File: src/rtl/spine_pkg.sv
// Shared types and field positions for spine link flits.
package spine_pkg;
    localparam int SPINE_DWIDTH = 16;
    localparam int DEST_HI      = 15;
    localparam int DEST_LO      = 10;
    localparam int DEST_W       = 6;

    typedef logic [15:0] spine_flit_t;
    typedef logic [5:0]  spine_dest_t;

    typedef enum logic {ST_IDLE, ST_HOLD} out_state_t;

    function automatic spine_dest_t dest_of(input spine_flit_t flit);
        return flit[DEST_HI:DEST_LO];
    endfunction
endpackage

File: src/rtl/spine_fifo_mem.sv
// DEPTH x DWIDTH flit storage: one write port, combinational read.
module spine_fifo_mem #(
    parameter int DWIDTH = 16,
    parameter int DEPTH  = 8,
    parameter int AW     = $clog2(DEPTH)
) (
    input  logic              clk,
    input  logic              wr_en,
    input  logic [AW-1:0]     wr_addr,
    input  logic [DWIDTH-1:0] wr_data,
    input  logic [AW-1:0]     rd_addr,
    output logic [DWIDTH-1:0] rd_data
);
    logic [DWIDTH-1:0] mem [DEPTH];

    always_ff @(posedge clk) begin
        if (wr_en) mem[wr_addr] <= wr_data;
    end

    assign rd_data = mem[rd_addr];
endmodule

File: src/rtl/spine_link_buffer.sv
// Elastic spine link stage: FIFO plus registered output with overflow drop.
// Optional stats (drop_count, high_water) are built only with SPINE_LINK_STATS_EN.
module spine_link_buffer
    import spine_pkg::*;
#(
    parameter int DWIDTH  = 16,
    parameter int DEPTH   = 8,
    parameter int ADDR_HI = 15,
    parameter int ADDR_LO = 10
) (
    input  logic                     clk,
    input  logic                     reset,
    input  logic [DWIDTH-1:0]        in_data,
    input  logic                     in_valid,
    output logic [DWIDTH-1:0]        out_data,
    output logic                     out_valid,
    output logic [5:0]               out_dest_addr,
    input  logic                     out_ready,
    output logic                     fifo_full,
    output logic                     fifo_empty,
    output logic [$clog2(DEPTH):0]   level,
    output logic [15:0]              drop_count,
    output logic [$clog2(DEPTH):0]   high_water
);
    localparam int AW = $clog2(DEPTH);
    localparam int PW = AW + 1;

    logic [PW-1:0]     wr_ptr, rd_ptr, count;
    logic [DWIDTH-1:0] rd_data, load_data;
    logic              push, pop, bypass, load;
    out_state_t        state, state_next;

    assign count      = wr_ptr - rd_ptr;
    assign fifo_empty = (wr_ptr == rd_ptr);
    assign fifo_full  = (wr_ptr[AW] != rd_ptr[AW]) && (wr_ptr[AW-1:0] == rd_ptr[AW-1:0]);
    assign level      = count;
    assign out_valid  = (state == ST_HOLD);

    spine_fifo_mem #(.DWIDTH(DWIDTH), .DEPTH(DEPTH), .AW(AW)) u_mem (
        .clk     (clk),
        .wr_en   (push),
        .wr_addr (wr_ptr[AW-1:0]),
        .wr_data (in_data),
        .rd_addr (rd_ptr[AW-1:0]),
        .rd_data (rd_data)
    );

    // The output register reloads when idle or when its flit is taken;
    // the FIFO head always has priority so order is preserved.
    always_comb begin
        state_next = state;
        pop        = 1'b0;
        bypass     = 1'b0;
        unique case (state)
            ST_IDLE: begin
                if (!fifo_empty) begin
                    pop        = 1'b1;
                    state_next = ST_HOLD;
                end else if (in_valid) begin
                    bypass     = 1'b1;
                    state_next = ST_HOLD;
                end
            end
            ST_HOLD: begin
                if (out_ready) begin
                    if (!fifo_empty)   pop        = 1'b1;
                    else if (in_valid) bypass     = 1'b1;
                    else               state_next = ST_IDLE;
                end
            end
        endcase
    end

    assign load      = pop || bypass;
    assign load_data = pop ? rd_data : in_data;
    assign push      = in_valid && !bypass && (!fifo_full || pop);

    always_ff @(posedge clk) begin
        if (reset) begin
            wr_ptr        <= '0;
            rd_ptr        <= '0;
            state         <= ST_IDLE;
            out_data      <= '0;
            out_dest_addr <= '0;
        end else begin
            wr_ptr <= wr_ptr + PW'(push);
            rd_ptr <= rd_ptr + PW'(pop);
            state  <= state_next;
            if (load) begin
                out_data      <= load_data;
                out_dest_addr <= load_data[ADDR_HI:ADDR_LO];
            end
        end
    end

`ifdef SPINE_LINK_STATS_EN
    logic          drop;
    logic [15:0]   drop_q;
    logic [PW-1:0] hw_q, count_next;

    assign drop       = in_valid && !bypass && !push;
    assign count_next = count + PW'(push) - PW'(pop);

    // Tracks the post-edge level so high_water moves together with level.
    always_ff @(posedge clk) begin
        if (reset) begin
            drop_q <= '0;
            hw_q   <= '0;
        end else begin
            if (drop && drop_q != 16'hFFFF) drop_q <= drop_q + 16'd1;
            if (count_next > hw_q)          hw_q   <= count_next;
        end
    end

    assign drop_count = drop_q;
    assign high_water = hw_q;
`else
    assign drop_count = '0;
    assign high_water = '0;
`endif
endmodule

File: config.mk
export PLATFORM = sky130hd
export DESIGN_NAME = spine_link_buffer
export DESIGN_NICKNAME = d
export VERILOG_FILES = /design/src/rtl/spine_pkg.sv /design/src/rtl/spine_fifo_mem.sv /design/src/rtl/spine_link_buffer.sv
export SDC_FILE = /design/constraint.sdc
export NUM_CORES = 1
export LEC_CHECK = 0
export ABC_AREA = 0
export CAP_MARGIN = 20
export CELL_PAD_IN_SITES_DETAIL_PLACEMENT = 2
export CELL_PAD_IN_SITES_GLOBAL_PLACEMENT = 2
export CORE_MARGIN = 5
export CORE_UTILIZATION = 37
export DETAILED_ROUTE_END_ITERATION = 10
export PLACE_DENSITY = 0.86
export SLEW_MARGIN = 25
export SYNTH_ARGS = -nofsm -noshare
export SYNTH_HDL_FRONTEND = slang
export SYNTH_SLANG_ARGS = --single-unit
File: constraint.sdc
create_clock -name clk -period 3.06 [get_ports clk]
set_input_delay 0.765 -clock clk [delete_from_list [all_inputs] [get_ports clk]]
set_output_delay 0.765 -clock clk [all_outputs]
set_load 0.05 [all_outputs]
# Word level (Yosys, flattened, before mapping)
# Memory sizes are Yosys's and may differ from the RTL's. A register that Yosys moved wholly into a read port is not among the register bits.
# Cells that the tools add are included.
[word_totals]
output_inout_bits = 49
mem_bits_rw = 128
n_memories = 1
ff_bits = 31
inputBits = 20
[memory_table]
columns = ["memory", "depth", "width", "read_ports", "rd_clocked_by_memory_dff", "write_ports", "line", "source"]
rows = [
  ["u_mem.mem", 8, 16, 1, 1, 1, "spine_fifo_mem.sv:14", "logic [DWIDTH-1:0] mem [DEPTH];"],
]
[classes]
n_eq_ne = 3
n_reduce_logical = 7
n_addsub = 3
n_mux = 14
bitwise = 1
[op_table]
columns = ["operator", "count"]
rows = [
  ["two-way mux 16 bit", 1],
  ["two-way mux 1 bit", 9],
  ["adder 4 x 1 -> 4 bit", 2],
  ["case mux 1 bit (2 select lines)", 3],
  ["== test 4 bit", 1],
  ["subtractor 4 bit", 1],
  ["== test 3 bit", 1],
  ["logical AND 1 bit", 3],
  ["two-way mux 3 bit", 1],
  ["logical NOT 1 bit", 2],
  ["logical OR 1 bit", 2],
  ["inequality test 1 bit", 1],
  ["inverter 1 bit", 1],
]

# Depth between registers and ports, before layout
[depth]
depth_word = 9
depth_mapped = 11
depth_no_buf = 9

# Hierarchy
# Synthesis repeated with hierarchy kept, for this count alone.
[hier_totals]
cells_unflattened = 405
hier_area_um2 = 6596.3
[by_module_without_submodules]
columns = ["mod", "seq_area_each_um2", "n_inst", "cells_each", "area_each_um2"]
rows = [
  ["spine_fifo_mem", 3843.7, 1, 198, 4973.5],
  ["spine_link_buffer", 500.5, 1, 207, 1622.8],
]

# Least setup slack after synthesis
# Ideal clock, no wire load.
[synth_path]
path_type = "input port to flip-flop"
startpoint = "input out_ready"
endpoint = "memory u_mem.mem[1][0] (enable)"
path_buffers = 0
path_stages = 4
t_required_ps = 2651
setup_slack_ps = -32
setup_ps = 409
arrival_time_ps = 2683
path_cell_list = "nor2b_1 > xnor2_1 > o211ai_2 > nor3_1"
[synth_between]
elab_chain_cells = 7
elab_cells_between_ends = 10
cone_classes = "mux (6); reduce/logical (4)"
[synth_lines]
columns = ["element", "line", "source"]
rows = [
  ["start, declared", "spine_link_buffer.sv:18", "input logic out_ready,"],
  ["two-way mux 1 bit", "spine_link_buffer.sv:65", "if (out_ready) begin"],
  ["case mux 1 bit (2 select lines)", "spine_link_buffer.sv:54", "unique case (state)"],
  ["logical NOT 1 bit", "spine_link_buffer.sv:76", "assign push = in_valid && !bypass && (!fifo_full || pop);"],
  ["logical AND 1 bit", "spine_link_buffer.sv:76", ""],
  ["logical AND 1 bit *", "spine_link_buffer.sv:76", ""],
  ["two-way mux 1 bit *", "spine_fifo_mem.sv:17", "if (wr_en) mem[wr_addr] <= wr_data;"],
  ["two-way mux 1 bit (implied by the code) *", "spine_fifo_mem.sv:17", ""],
  ["end, declared", "spine_fifo_mem.sv:14", ""],
]
# Every way passes the cells marked *; elsewhere a longest branch is shown, timed or not.

# Worst setup path after layout
[layout_path]
startpoint = "register wr_ptr[1]"
endpoint = "output level[3]"
[layout_between]
elab_chain_cells = 1
[layout_lines]
columns = ["element", "line", "source"]
rows = [
  ["start, declared", "spine_link_buffer.sv:28", "logic [PW-1:0] wr_ptr, rd_ptr, count;"],
  ["start signal, assigned", "spine_link_buffer.sv:86", "wr_ptr <= wr_ptr + PW'(push);"],
  ["subtractor 4 bit", "spine_link_buffer.sv:33", "assign count = wr_ptr - rd_ptr;"],
  ["end, declared", "spine_link_buffer.sv:21", "output logic [$clog2(DEPTH):0] level,"],
]
# No other way between the ends.

==> impl_metrics.tcl <==
set metrics [dict create \
    synthXorXnorAreaFrac 0.0133 \
    synthMuxAreaShare 0.105 \
    die-area_um2 20300 \
    drv_slew 0 \
    synth-edff-count 128 \
    drc 0 \
    fin_util 0.444 \
    hold_violations 0 \
    worst_clock_skew_ps 9.19 \
    ff2ff_path_depth 6 \
    wire_per_inst_um 25.8 \
    design_area_um2 7680 \
    cp_slowest_stage_delay_ps 570 \
    cts-root-buf "clkbuf_16" \
    routed_wl_mm 17.8 \
    cts_tree "done" \
    p_total_mw 7.65 \
    place.gp.congestion 0.798 \
    grt_start_max_net_pins 50 \
    synth_cells 392 \
    layout-drive-gt1-share 0.209 \
    vias 3671 \
    htreeDepth 4 \
    post_cts_buffers 0 \
    io_buffers 48 \
    antenna_found_initial 0 \
    synthFlopType "edfxtp_1" \
    setup_viol 0 \
    status "finished clean" \
    slew_headroom 0.376 \
    post_cts_resized 0 \
    synth.top_cell.area_share 0.591 \
    synth_compound_area_frac 0.0873 \
    synth_cell_types 39 \
    clk_pin_slew_ps 60 \
    yosys.area_share.simple 0.0435 \
    async_reset_ff_frac 0 \
    pin_count 69 \
    holdWs_ps 533 \
    power.density_nw_per_um2 996 \
    finalCritPeriodShare 0.934 \
    worstMarginPinSlew_ps 937 \
    diodes 0 \
    finalSetupTns_ps 0 \
    syn_area_um2 6500 \
    maxCapViolations 0 \
    yosysWarningCount 0 \
    viasPerCell 5.32 \
    hpwlAfterDp_mm 11.6 \
    grt_usage 0.183 \
    placed_cell_area_um2 7150 \
    first_global_vias 4037 \
    rr_startpoint "wr_ptr[2]$_SDFF_PP0_" \
    worst_setup_path_start_kind "register" \
    initial_core_util 0.376 \
    leakage_nw 2.54 \
    core_um2 17300 \
    cts_made_buffers 17 \
    die_x_um 143 \
    drt_iter0_drc 280 \
    yosysSeqAreaShare 0.668 \
    postSynthAreaPerCell_um2 16.6 \
    synthTopCellsByArea "edfxtp_1 (59%), dfxtp_1 (7.7%), mux4_2 (5.5%)" \
    ys_ff_latch 153 \
    crit_buf_inv 1 \
    fmax_mhz 350 \
    area.growth.synth_to_final_pct 18.1 \
    timing.critical_path.to "level[3]" \
    critPathMaxFanout 8 \
    reg2reg_to "out_data[4]$_SDFFE_PP0P_" \
    path_cells "ha_1, a21o_1, a21oi_1, xnor2_1, buf_12" \
    path_class "register to output port" \
    crit_arrival_ps 2090 \
    period_needed_ps 2860 \
    r2r_slack_ps 650 \
    hold_path.class "register to register" \
    fp.dieH_um 143 \
    cts_sinks 153 \
    yosysTopAreaCell "edfxtp_1" \
    min_from "out_data[15]$_SDFFE_PP0P_" \
    row_count 48 \
    peakVddDrop_mv 0.616 \
    drtAntennaViolNets 0 \
    setup.worst_path.start "wr_ptr[1]$_SDFF_PP0_" \
    final_nets 480 \
    clkLatencyLatePin_ps 430 \
    hold_buffers 0 \
    synth_top_family_by_area "multiplexers" \
    required_ps 2290 \
    cp_slowest_cell "dfxtp_1" \
    gr-total-overflow 0 \
    clk_path_buf_depth 2 \
    synthAdderAreaFrac 0.0165 \
    grt_setup_unrepaired "no" \
    endpoint_kind "output port" \
    drt_pre_antenna_iters 4 \
    crit_family "flip-flops" \
    worstSetupPathDepth 5 \
    grt_pass1_wl_mm 26.5 \
]
-- power by group --
group | internal [mW] | total [mW] | switching, mW
registers | 2.52 | 2.65 | 0.133
clock network | 1.16 | 1.94 | 0.777
logic | 1.09 | 3.06 | 1.97
-- logic make-up (layout without fill, tap and decap cells) --
group	count (synthesis)	in the layout
other	1	20
and+or+nand+nor	64	64
buffers and inverters	55	109
DFF	153	153
AOI/OAI and AO/OA	54	54
xor gates and xnor gates	9	9
muxes	48	48
adders and majority gates	8	8
-- per-layer routing --
metal | wire length [um] | GRT usage | up-vias
met5 | 0 | 0 | -
met4 | 275 | 0.0585 | 0
met3 | 1110 | 0.0440 | 23
met2 | 9550 | 0.323 | 135
met1 | 6850 | 0.220 | 1933
li1 | - | - | 1580
-- worst reg2reg max path, delay by kind of cell (launching register included) --
kind	cells	cell delay, ps
AO/OA/AOI/OAI	3	820
adder cells (fa/ha/maj)	1	380
buffers and inverters	1	310
flip-flops	1	570
AND/OR/NAND/NOR	1	240
-- worst min-delay path by stage --
stage          depth (start not counted)                         to  slack [ps]
3_3_place_gp                           2   out_data[9]$_SDFFE_PP0P_         500
6_report                               2  out_data[15]$_SDFFE_PP0P_         530
3_5_place_dp                           2  out_data[15]$_SDFFE_PP0P_         540
5_1_grt                                2   out_data[3]$_SDFFE_PP0P_         560
2_1_floorplan                          2       rd_ptr[3]$_SDFF_PP0_         570
4_1_cts                                2  out_data[15]$_SDFFE_PP0P_         540
-- area by class of cell --
class / instances / area [um2]
fill: 1639 / 9610
sequential: 153 / 4350
multi-input combinational: 203 / 1810
timing repair buffer: 69 / 686
clock buffer: 28 / 487
tap: 225 / 282
clock inverter: 4 / 45.0
inverter: 8 / 30.0
-- placed cells by master (no fill, tap or decap), types with 3 or more instances in the layout --
cell	n
a311oi_2	10
xor2_1	3
clkinv_2	3
o211ai_1	7
buf_4	22
o211ai_2	11
xnor2_1	5
clkbuf_16	17
nand2_1	19
clkdlybuf4s50_1	42
nor2b_1	6
a311oi_1	6
ha_1	7
edfxtp_1	128
mux4_2	16
mux2i_1	32
a22oi_1	15
buf_12	5
inv_1	8
dfxtp_1	24
nor2_1	30
conb_1	20
clkbuf_1	9
-- registers in the layout (all words and copies together) (netlist names) --
| register | flops |
|---|---|
| out_data | 16 |
| wr_ptr | 4 |
| u_mem.mem | 128 |
| rd_ptr | 4 |
| out_valid | 1 |
-- stage by stage --
stage / worst slack [ps] / std cells
global placement: 516 / 658
CTS: 169 / 690
detailed placement: 396 / 658
floorplan: 237 / 411
global route: 97.0 / 690
finish: 202 / 690
-- synthesized netlist by cell type, types with 4 or more instances --
master and count:
a22oi_1 15, a311oi_1 6, a311oi_2 10, buf_4 31, buf_6 5, clkbuf_8 4
dfxtp_1 25, edfxtp_1 128, ha_1 7, inv_1 8, mux2i_1 32, mux4_2 16
nand2_1 19, nor2_1 30, nor2b_1 6, o211ai_1 7, o211ai_2 11, xnor2_1 5
Power figures use the tool's default switching activity.
